==> config.mk <==
export PLATFORM = sky130hd
export DESIGN_NAME = rr_grant_scheduler
export DESIGN_NICKNAME = d
export VERILOG_FILES = /design/src/rtl/rr_grant_scheduler.sv
export SDC_FILE = /design/constraint.sdc
export NUM_CORES = 1
export LEC_CHECK = 0
export ABC_AREA = 0
export CORE_AREA = 5 5 178 180
export DETAILED_ROUTE_END_ITERATION = 6
export DIE_AREA = 0 0 183 185
export HOLD_SLACK_MARGIN = 0.15
export PLACE_DENSITY = 0.56
export SLEW_MARGIN = 0
export SYNTH_ARGS = -nofsm -noshare
export SYNTH_HDL_FRONTEND = slang
export SYNTH_SLANG_ARGS = --single-unit
==> constraint.sdc <==
create_clock -name clk -period 5.4 [get_ports clk]
set_clock_uncertainty 0.2 [all_clocks]
set_input_delay 0.81 -clock clk [delete_from_list [all_inputs] [get_ports clk]]
set_output_delay 0.81 -clock clk [all_outputs]
set_load 0.05 [all_outputs]
==> src/rtl/rr_grant_scheduler.sv <==
// Round-robin grant scheduler: picks one of N requesters, holds a registered index
// plus one-hot enable until done, request drop or hold timeout, then rearbitrates.
module rr_grant_scheduler #(
  parameter int N        = 32,
  parameter int IDX_W    = 5,
  parameter int MAX_HOLD = 16,
  parameter int CNT_W    = 16
) (
  input  logic             clk,
  input  logic             rst_n,
  input  logic [N-1:0]     req,
  input  logic             done,
  output logic             grant_valid,
  output logic [IDX_W-1:0] grant_idx,
  output logic [N-1:0]     grant_onehot,
  output logic             timeout
);

  typedef enum logic {IDLE, GRANT} state_t;

  state_t           state, state_nxt;
  logic [IDX_W-1:0] last_idx, last_nxt;
  logic [IDX_W-1:0] idx_nxt, winner, cand;
  logic [N-1:0]     onehot_nxt;
  logic [CNT_W-1:0] hold_cnt, cnt_nxt;
  logic             valid_nxt, to_nxt, found;
  logic             rel_done, rel_drop, rel_to;

  // Rotating priority search; pointer wraps naturally in IDX_W bits.
  always_comb begin
    found  = 1'b0;
    winner = last_idx;
    cand   = '0;
    for (int k = 1; k <= N; k++) begin
      cand = last_idx + IDX_W'(k);
      if (!found && req[cand]) begin
        found  = 1'b1;
        winner = cand;
      end
    end
  end

  assign rel_done = done;
  assign rel_drop = !req[grant_idx];
  assign rel_to   = (MAX_HOLD != 0) && (hold_cnt == CNT_W'(MAX_HOLD - 1));

  always_comb begin
    state_nxt  = state;
    valid_nxt  = grant_valid;
    idx_nxt    = grant_idx;
    onehot_nxt = grant_onehot;
    to_nxt     = 1'b0;
    cnt_nxt    = hold_cnt;
    last_nxt   = last_idx;
    case (state)
      IDLE: begin
        if (found) begin
          state_nxt  = GRANT;
          valid_nxt  = 1'b1;
          idx_nxt    = winner;
          onehot_nxt = {{(N-1){1'b0}}, 1'b1} << winner;
          last_nxt   = winner;
          cnt_nxt    = '0;
        end
      end
      GRANT: begin
        if (rel_done || rel_drop || rel_to) begin
          state_nxt  = IDLE;
          valid_nxt  = 1'b0;
          onehot_nxt = '0;
          // Only a pure timeout is reported; a coincident done or drop wins.
          to_nxt     = rel_to && !rel_done && !rel_drop;
        end else if (hold_cnt != '1) begin
          cnt_nxt = hold_cnt + 1'b1;
        end
      end
      default: state_nxt = IDLE;
    endcase
  end

  always_ff @(posedge clk or negedge rst_n) begin
    if (!rst_n) begin
      state        <= IDLE;
      grant_valid  <= 1'b0;
      grant_idx    <= '0;
      grant_onehot <= '0;
      timeout      <= 1'b0;
      hold_cnt     <= '0;
      last_idx     <= '1;
    end else begin
      state        <= state_nxt;
      grant_valid  <= valid_nxt;
      grant_idx    <= idx_nxt;
      grant_onehot <= onehot_nxt;
      timeout      <= to_nxt;
      hold_cnt     <= cnt_nxt;
      last_idx     <= last_nxt;
    end
  end

endmodule

==> reports/results.ini <==
[yosys]
synth_cells=1151
syn_area_per_cell_sq_um=8.901
synth_seq_area_share_pct=14.96
synthTopCellsByCount=nand2_1, nor2_1, mux4_2
synth_cell_type_count=104
yosys.area.top_type=mux4_2
synth_edf_count=0
yosysMostFrequentCell=nand2_1
syn-cell-area_sq_um=10240
synth_top_area_share_pct=18.91
synth_area_leaders=mux4_2, dfrtp_1, mux2i_1
ys_ff_latch=61
synth.net_count=1200
async_flop_share_pct=100.0
synth_flop_cell=dfrtp_1
synth_warnings=0

[finish]
finalInstanceArea_sq_um=14270
area_delta_synth_final_pct=39.31
layout.cells.non_filler=1867
layout.nets=1515
antennaDiodeCount=0
drive_gt1_share_pct=38.95

[route]
drc=0
drt_first_iter_violations=1216
dr.pass1.iters=6
viasPerCell=6.228
wl_microns=47250
ant_nets=0
wl_per_cell_microns=25.31
vias=11630

[hold_path]
hold_start=grant_valid
holdCritPathClass=flop to flop
hold_path_end=grant_valid
hold_depth=2

[clock_tree]
ctsRootBufferMaster=clkbuf_16
cts.path.max_buffers=2
tritoncts=built
cts_made_buffers=9
cts.sinks=61
clock_latency_ns=0.33
clk_pin_slew_ns=0.05
h-tree-depth=3

[worst_setup_path]
critPathCaptureType=flop
cp_num_buf_inv=5
crit_family=simple AND/OR/NAND/NOR gates
path_class=flop to flop
rrSetupSlack_ns=0.02
cp.required_ns=5.43
cp-startpoint=last_idx[1]
crit_fanout=8
reg2reg_to=grant_onehot[21]
crit_chain=clkinv_8 > ha_4 > buf_6 > buf_4 > mux2i_1 > mux4_2 > mux2_2 > mux2_2 > buf_4 > and2_1 > nand4_1 > nor3_1 > nor4b_2 > buf_4 > nand4_1 > xnor2_2 > or3_4 > o31ai_1
cpMaxStageDelayCell=dfstp_4
reg2reg_depth=18
reg2reg_from=last_idx[1]
critPathLaunchType=flop
worst_path_most_repeated_cell=buf_4
critical_path.max_stage_delay_ns=0.71
cp.arrival_ns=5.41

[floorplan]
die_x_microns=183
num_rows=64
fp.dieH_microns=185
dieArea_sq_um=33860
core_sq_um=30030
start_util_pct=34.12
io_pins=74

[sta]
fin_crit_sh_pct=99.58
setup_viol=0
rsz0062_at_grt=true
finalCriticalPeriod_ns=5.378
finalHoldViolCount=0
drv_slew=0
fmax_mhz=186.0
relSlewSlack_pct=47.60
tightest_slew_ns=0.7788

[placement]
place_congestion=1.083
dp.cells=1836
io_buffers=73
place_area_sq_um=13470
dp_hpwl_microns=38210

[global_routing]
grt_pass1_wl_microns=70880
grt_max_degree=62
grt_pass1_vias=11480
antenna_found_initial=0
grt.total_usage_pct=27.13
grt_overflow_total=0

[flow_run]
drv_cap=0

[status]
run_status=complete, no violations

[routing by layer]
metal	wire length, microns	global-route usage (%)	share of wire [%]
met1	19660	37.27	42
met2	21010	43.03	44
met3	4087	4.104	8.6
met4	2494	10.97	5.3
met5	0	0	0
[worst max-delay path by stage]
| stage | endpoint | cells past startpoint |
|---|---|---|
| 3_3_place_gp | grant_onehot[3] | 14 |
| 3_5_place_dp | grant_onehot[21] | 16 |
| 5_1_grt | grant_onehot[11] | 20 |
| 2_1_floorplan | grant_onehot[10] | 22 |
| 4_1_cts | grant_onehot[26] | 17 |
| 6_report | grant_onehot[21] | 18 |
[logic make-up after synthesis]
| kind of cell | share of synthesized area, % |
|---|---|
| AND/OR/NAND/NOR | 21.17 |
| buffers and inverters | 4.836 |
| flip-flops | 14.96 |
| AO/OA/AOI/OAI | 20.38 |
| XOR/XNOR | 3.859 |
| adder cells (fa/ha/maj) | 1.710 |
| multiplexers | 33.08 |
[timing repair]
action,in CTS,in global routing
setup endpoints to repair,37,44
hold buffers,0,0
cloned,0,0
hold endpoints to repair,0,0
pin swaps,2,13
buffers inserted,7,8
gates resized for setup,10,63
[tightest hold or removal path: stages (launching register included)]
cell and delay (ns):
dfrtp_1 0.35, nand2_1 0.05, nand2_1 0.05
[per-stage QoR]
stage | setup WS [ns] | setup TNS (ns) | hold slack (ns) | util, %
4_1_cts | 0.009946 | 0 | 0.2878 | 46.22
2_1_floorplan | 0.003111 | 0 | 0.3100 | -
3_3_place_gp | -0.2576 | -7.690 | 0.2624 | 44.85
5_1_grt | -0.03881 | -0.5796 | 0.3176 | 47.53
3_5_place_dp | -0.2590 | -6.637 | 0.2735 | 44.85
6_report | 0.02243 | 0 | 0.2875 | 47.53
[layout by cell type, fill, tap and decap left out, drive strengths merged, types with 6 or more instances in the layout]
| master | n |
|---|---|
| buf | 312 |
| nand2 | 130 |
| nor2 | 96 |
| mux4 | 87 |
| mux2i | 87 |
| clkdlybuf4s50 | 72 |
| dfrtp | 56 |
| o21ai | 51 |
| a21oi | 50 |
| mux2 | 45 |
| o31ai | 38 |
| nand3 | 37 |
| xnor2 | 31 |
| nor3 | 29 |
| nor4 | 19 |
| inv | 17 |
| nand4 | 17 |
| or3 | 16 |
| and2 | 15 |
| and3 | 15 |
| ha | 14 |
| a31oi | 13 |
| nor2b | 12 |
| a21o | 12 |
| a211oi | 11 |
| clkbuf | 11 |
| o211ai | 10 |
| o22ai | 9 |
| xor2 | 9 |
| a22oi | 9 |
| a22o | 8 |
| or2 | 8 |
| nand2b | 7 |
| a21boi | 7 |
| o21a | 7 |
| a221oi | 6 |
| a32oi | 6 |
| clkinv | 6 |
[flip-flops by register name, summed over array words and instances, names as in the netlist]
register / count
hold_cnt: 16
grant_onehot: 32
state: 1
last_idx: 5
timeout: 1
grant_idx: 5
grant_valid: 1
[layout make-up]
| cell class | instances | area, sq um |
|---|---|---|
| inverter | 20 | 91.34 |
| fill | 2922 | 15760 |
| timing repair buffer | 384 | 3201 |
| sequential | 61 | 1536 |
| clock inverter | 5 | 60.06 |
| clock buffer | 11 | 242.7 |
| multi-input combinational | 990 | 8646 |
| tap | 396 | 495.5 |
Power is left out: the tool's default activity adds up to more than one toggle a clock period on the data nets, which glitch-free logic cannot reach.
